File: src/rtl/fetch_branch_unit.sv
// ============================================================================
// Module      : fetch_branch_unit
// Description : Instruction fetch handshake plus branch decode for the PC
//               block. Optional fetch timeout via macro FETCH_TIMEOUT_EN.
// Revision    : 1.0 - initial release
// ============================================================================
`default_nettype none

module fetch_branch_unit #(
    parameter int TIMEOUT_CYCLES = 16
) (
    input  logic       clk,
    input  logic       rst,
    input  logic [7:0] pc,
    input  logic       zero_flag,
    output logic       imem_req,
    output logic [7:0] imem_addr,
    input  logic       imem_ack,
    input  logic [7:0] imem_data,
    output logic [7:0] pc_control,
    output logic [7:0] jump_offset,
    output logic       pc_en,
    output logic [7:0] instr,
    output logic       instr_valid
`ifdef FETCH_TIMEOUT_EN
    ,
    output logic       fetch_err
`endif
);

    localparam logic [1:0] S_IDLE   = 2'd0;
    localparam logic [1:0] S_FETCH  = 2'd1;
    localparam logic [1:0] S_DECODE = 2'd2;
    localparam logic [1:0] S_ISSUE  = 2'd3;

    generate
        if (TIMEOUT_CYCLES < 2 || TIMEOUT_CYCLES > 255) begin : g_bad_timeout
            $error("fetch_branch_unit: TIMEOUT_CYCLES must be in 2..255");
        end
    endgenerate

    logic [1:0] r_state;
    logic       r_req;
    logic [7:0] r_addr;
    logic [7:0] r_pc_control;
    logic [7:0] r_jump_offset;
    logic       r_pc_en;
    logic [7:0] r_instr;
    logic       r_instr_valid;

    logic       w_ack;
    logic       w_timeout;
    logic       w_is_branch;
    logic       w_taken;
    logic [7:0] w_offset;

    // A response only counts while our request is outstanding.
    assign w_ack       = imem_ack & r_req;
    assign w_is_branch = (r_instr[7:6] == 2'b11);
    assign w_taken     = w_is_branch & (~r_instr[5] | zero_flag);
    assign w_offset    = w_is_branch ? {{3{r_instr[4]}}, r_instr[4:0]} : 8'h00;

`ifdef FETCH_TIMEOUT_EN
    localparam logic [7:0] c_TCNT_LAST = 8'(TIMEOUT_CYCLES - 1);

    logic [7:0] r_tcnt;
    logic       r_fetch_err;

    // Trips on the TIMEOUT_CYCLES-th FETCH cycle without ack; ack wins a tie.
    assign w_timeout = (r_state == S_FETCH) & ~w_ack & (r_tcnt == c_TCNT_LAST);

    always_ff @(posedge clk) begin
        if (rst) begin
            r_tcnt      <= 8'h00;
            r_fetch_err <= 1'b0;
        end else begin
            r_fetch_err <= w_timeout;
            if (r_state == S_FETCH && !w_ack && !w_timeout) begin
                r_tcnt <= r_tcnt + 8'd1;
            end else begin
                r_tcnt <= 8'h00;
            end
        end
    end

    assign fetch_err = r_fetch_err;
`else
    assign w_timeout = 1'b0;
`endif

    always_ff @(posedge clk) begin
        if (rst) begin
            r_state       <= S_IDLE;
            r_req         <= 1'b0;
            r_addr        <= 8'h00;
            r_pc_control  <= 8'h00;
            r_jump_offset <= 8'h00;
            r_pc_en       <= 1'b0;
            r_instr       <= 8'h00;
            r_instr_valid <= 1'b0;
        end else begin
            r_pc_en       <= 1'b0;
            r_instr_valid <= 1'b0;
            case (r_state)
                S_IDLE: begin
                    r_state <= S_FETCH;
                    r_req   <= 1'b1;
                    r_addr  <= pc;
                end
                S_FETCH: begin
                    if (w_ack) begin
                        r_instr <= imem_data;
                        r_req   <= 1'b0;
                        r_state <= S_DECODE;
                    end else if (w_timeout) begin
                        // Substitute a NOP so the PC still advances by one.
                        r_instr <= 8'h00;
                        r_req   <= 1'b0;
                        r_state <= S_DECODE;
                    end
                end
                S_DECODE: begin
                    r_pc_control  <= w_taken ? 8'hFF : 8'h00;
                    r_jump_offset <= w_offset;
                    r_pc_en       <= 1'b1;
                    r_instr_valid <= 1'b1;
                    r_state       <= S_ISSUE;
                end
                S_ISSUE: begin
                    r_state <= S_FETCH;
                    r_req   <= 1'b1;
                    r_addr  <= pc;
                end
                default: begin
                    r_state <= S_IDLE;
                    r_req   <= 1'b0;
                end
            endcase
        end
    end

    assign imem_req    = r_req;
    assign imem_addr   = r_addr;
    assign pc_control  = r_pc_control;
    assign jump_offset = r_jump_offset;
    assign pc_en       = r_pc_en;
    assign instr       = r_instr;
    assign instr_valid = r_instr_valid;

endmodule

`default_nettype wire

File: config.mk
export PLATFORM = sky130hd
export DESIGN_NAME = fetch_branch_unit
export DESIGN_NICKNAME = d
export VERILOG_FILES = /design/src/rtl/fetch_branch_unit.sv
export SDC_FILE = /design/constraint.sdc
export NUM_CORES = 1
export LEC_CHECK = 0
export BUFFER_PORTS_ARGS = -buffer_cell sky130_fd_sc_hd__buf_2
export CAP_MARGIN = 10
export CORE_ASPECT_RATIO = 0.5
export CORE_MARGIN = 4
export CORE_UTILIZATION = 45
export CTS_CLUSTER_SIZE = 16
export DETAILED_ROUTE_END_ITERATION = 10
export PLACE_DENSITY_LB_ADDON = 0.15
export SYNTH_ARGS = -nofsm -noshare
export SYNTH_HDL_FRONTEND = slang
export SYNTH_SLANG_ARGS = --single-unit
File: constraint.sdc
create_clock -name clk -period 1.4 [get_ports clk]
set_input_delay 0.07 -clock clk [delete_from_list [all_inputs] [get_ports clk]]
set_output_delay 0.07 -clock clk [all_outputs]
set_load 0.05 [all_outputs]
==> impl_metrics.toml <==
[die]
rows = 12
initial_core_util = 0.503
pin_count = 55
die_h_um = 44.4
dieArea_um2 = 3590
core_um2 = 2370
die_w_um = 80.8

[pwr]
p_leak_nw = 0.716
seqPwrFrac = 0.425
p_total_mw = 2.08
power_frac_clock = 0.197
switchingPower_mw = 0.759
peakVddDrop_mv = 0.930
power.internal_mw = 1.32
switching_share = 0.365
combPwrFrac = 0.378
pwr_density_cell_nw_per_um2 = 1450

[sta]
maxSlewViolCount = 0
clock.fmax_ghz = 0.780
hold_viol_final = 0
skew_ns = 0.00247
tightest_slew_ns = 0.376
fin_ws_ns = 0.118
fin_crit_ns = 1.28
finalCritPeriodShare = 0.916
slew_headroom = 0.749
setup-tns-final_ns = 0
setup_violations = 0

[logic_synthesis]
synth_top_family_by_area = "simple AND/OR/NAND/NOR gates"
ys_seq_area_frac = 0.436
ys_ff_latch = 26
ys_top_cells_by_area = "dfxtp_1, mux2i_1, nand2b_1, buf_4, buf_6"
synth_mux_area_frac = 0.144
synthAdderAreaFrac = 0.0314
syn_avg_cell_area_um2 = 10.0
synth_compound_area_frac = 0.0577
syn_nets = 142
syn_area_um2 = 1190
yosys.area.top_type = "dfxtp_1"
synth_xor_area_frac = 0
synthSimpleGateAreaFrac = 0.197
ys_warn_count = 0
synth_cell_types = 21
synthCells = 119
synth_top_area_share = 0.436

[route]
drt_iter0_drc = 27
vias = 894
drt_drc_violations_left = 0
wl_mm = 2.25
wire_per_inst_um = 11.5
ant_nets = 0
first_pass_iters = 4
viasPerCell = 4.58

[cts]
clkTransAtPathRegs_ns = 0.08
cts_htree_levels = 1
hold_buffers = 0
cts_buffer_depth = 2
insertion_delay_ns = 0.27
postCtsSetupBuffers = 0
cts_tree = "yes"
cts_sinks = 26
numCtsBuffers = 3
cts_root_buf = "clkbuf_8"

[global_routing]
globalRouteOverflowTotal = 0
grt_pass1_wl_mm = 3.55
antenna_found_initial = 0
grt_util_all_layers = 0.131
grt_max_degree = 29
grt_pass1_vias = 781

[place]
place_ws_ns = -0.0320
place_congestion = 0.666
dp_hpwl_mm = 1.69
port-buffer-count = 54
dp.cells = 192

[finish]
finalNonFillerCells = 195
nNetsFinal = 185
drive_gt1_frac = 0.388
antenna_cells = 0
final_cell_mix = "buf_2, dfxtp_1, nand2b_1"
layout_commonest_cell = "buf_2"
area_growth_pct = 20.3

[setup_path]
crit_fanout = 5
critPathLaunchType = "register"
crit_path_end_kind = "register"
worstSetupPathType = "reg -> reg"
worstPathRequired_ns = 1.56
cp.arrival_ns = 1.45

[outcome]
run_status = "completed"

[min_path]
hp-class = "in -> reg"

[job]
drv_cap = 0
[registers in the layout (all words and copies together), names as in the netlist]
name	count
imem_addr	8
r_state	2
imem_req	1
pc_control	1
instr	8
instr_valid	1
jump_offset	5
[per-stage QoR]
stage / utilization / instance area, µm² / hold slack (ns)
2_1_floorplan: - / 1190 / 0.217
3_3_place_gp: 0.586 / 1390 / 0.301
3_5_place_dp: 0.586 / 1390 / 0.312
4_1_cts: 0.604 / 1430 / 0.0310
5_1_grt: 0.605 / 1440 / 0.0534
6_report: 0.605 / 1440 / 0.0316
[cell families after synthesis]
group | count (synthesis)
compound gates | 10
simple gates | 41
buf+inv | 22
fa+ha+maj | 3
flops | 26
mux | 17
[path summary, 6_finish.rpt]
kind,startpoint,endpoint,slack (ns),depth (start not counted)
setup / recovery,r_state[1],r_state[1],0.12,4
hold / removal,pc[4],imem_addr[4],0.03,3
setup reg to reg,r_state[1],r_state[1],0.12,4
hold reg to reg,jump_offset[3],jump_offset[3],0.47,2
[cell usage after synthesis (all sizes together)]
cell,instances
a21bo,1
a21boi,1
ha,3
a221oi,1
a211oi,1
dfxtp,26
nand2b,22
a21oi,5
buf,17
clkbuf,1
a41o,1
nor2b,3
and3,1
nor3b,1
nand4,5
mux2i,16
mux2,1
nor2,9
inv,4
[worst max-delay path, cell delays in order, from the launching register on]
cell and delay, ns:
dfxtp_1 0.34, inv_1 0.06, ha_1 0.22, a21boi_0 0.22, mux2_2 0.35
[routing by layer]
metal / vias to the layer above / track usage / part of all wire
met5: - / 0 / 0
met4: 0 / 0.0404 / 0.0049
met3: 3 / 0.0793 / 0.14
met2: 37 / 0.179 / 0.41
met1: 389 / 0.171 / 0.44
li1: 465 / - / -
[cell type report]
type                    count  area (µm²)
fillers                   210         936
flip-flops and latches     26         520
multi-input cells          71         518
repair buffers             56         298
well taps                  35        43.8
clock buffers               3        41.3
inverters                   4        15.0
[repair_timing]
item,4_1_cts,5_1_grt
endpoints found under the hold margin,0,0
pin swaps,0,0
resized for setup,1,1
setup endpoints to repair,8,9
[power groups by stage]
stage	Clock, mW	Combinational [mW]	Sequential, mW
2_1_floorplan	0	0.357	1.15
5_1_grt	0.456	0.852	0.900
3_5_place_dp	0	0.789	0.899
4_1_cts	0.426	0.792	0.884
3_3_place_gp	0	0.785	0.897
6_report	0.410	0.786	0.884
Power figures use the tool's default switching activity.
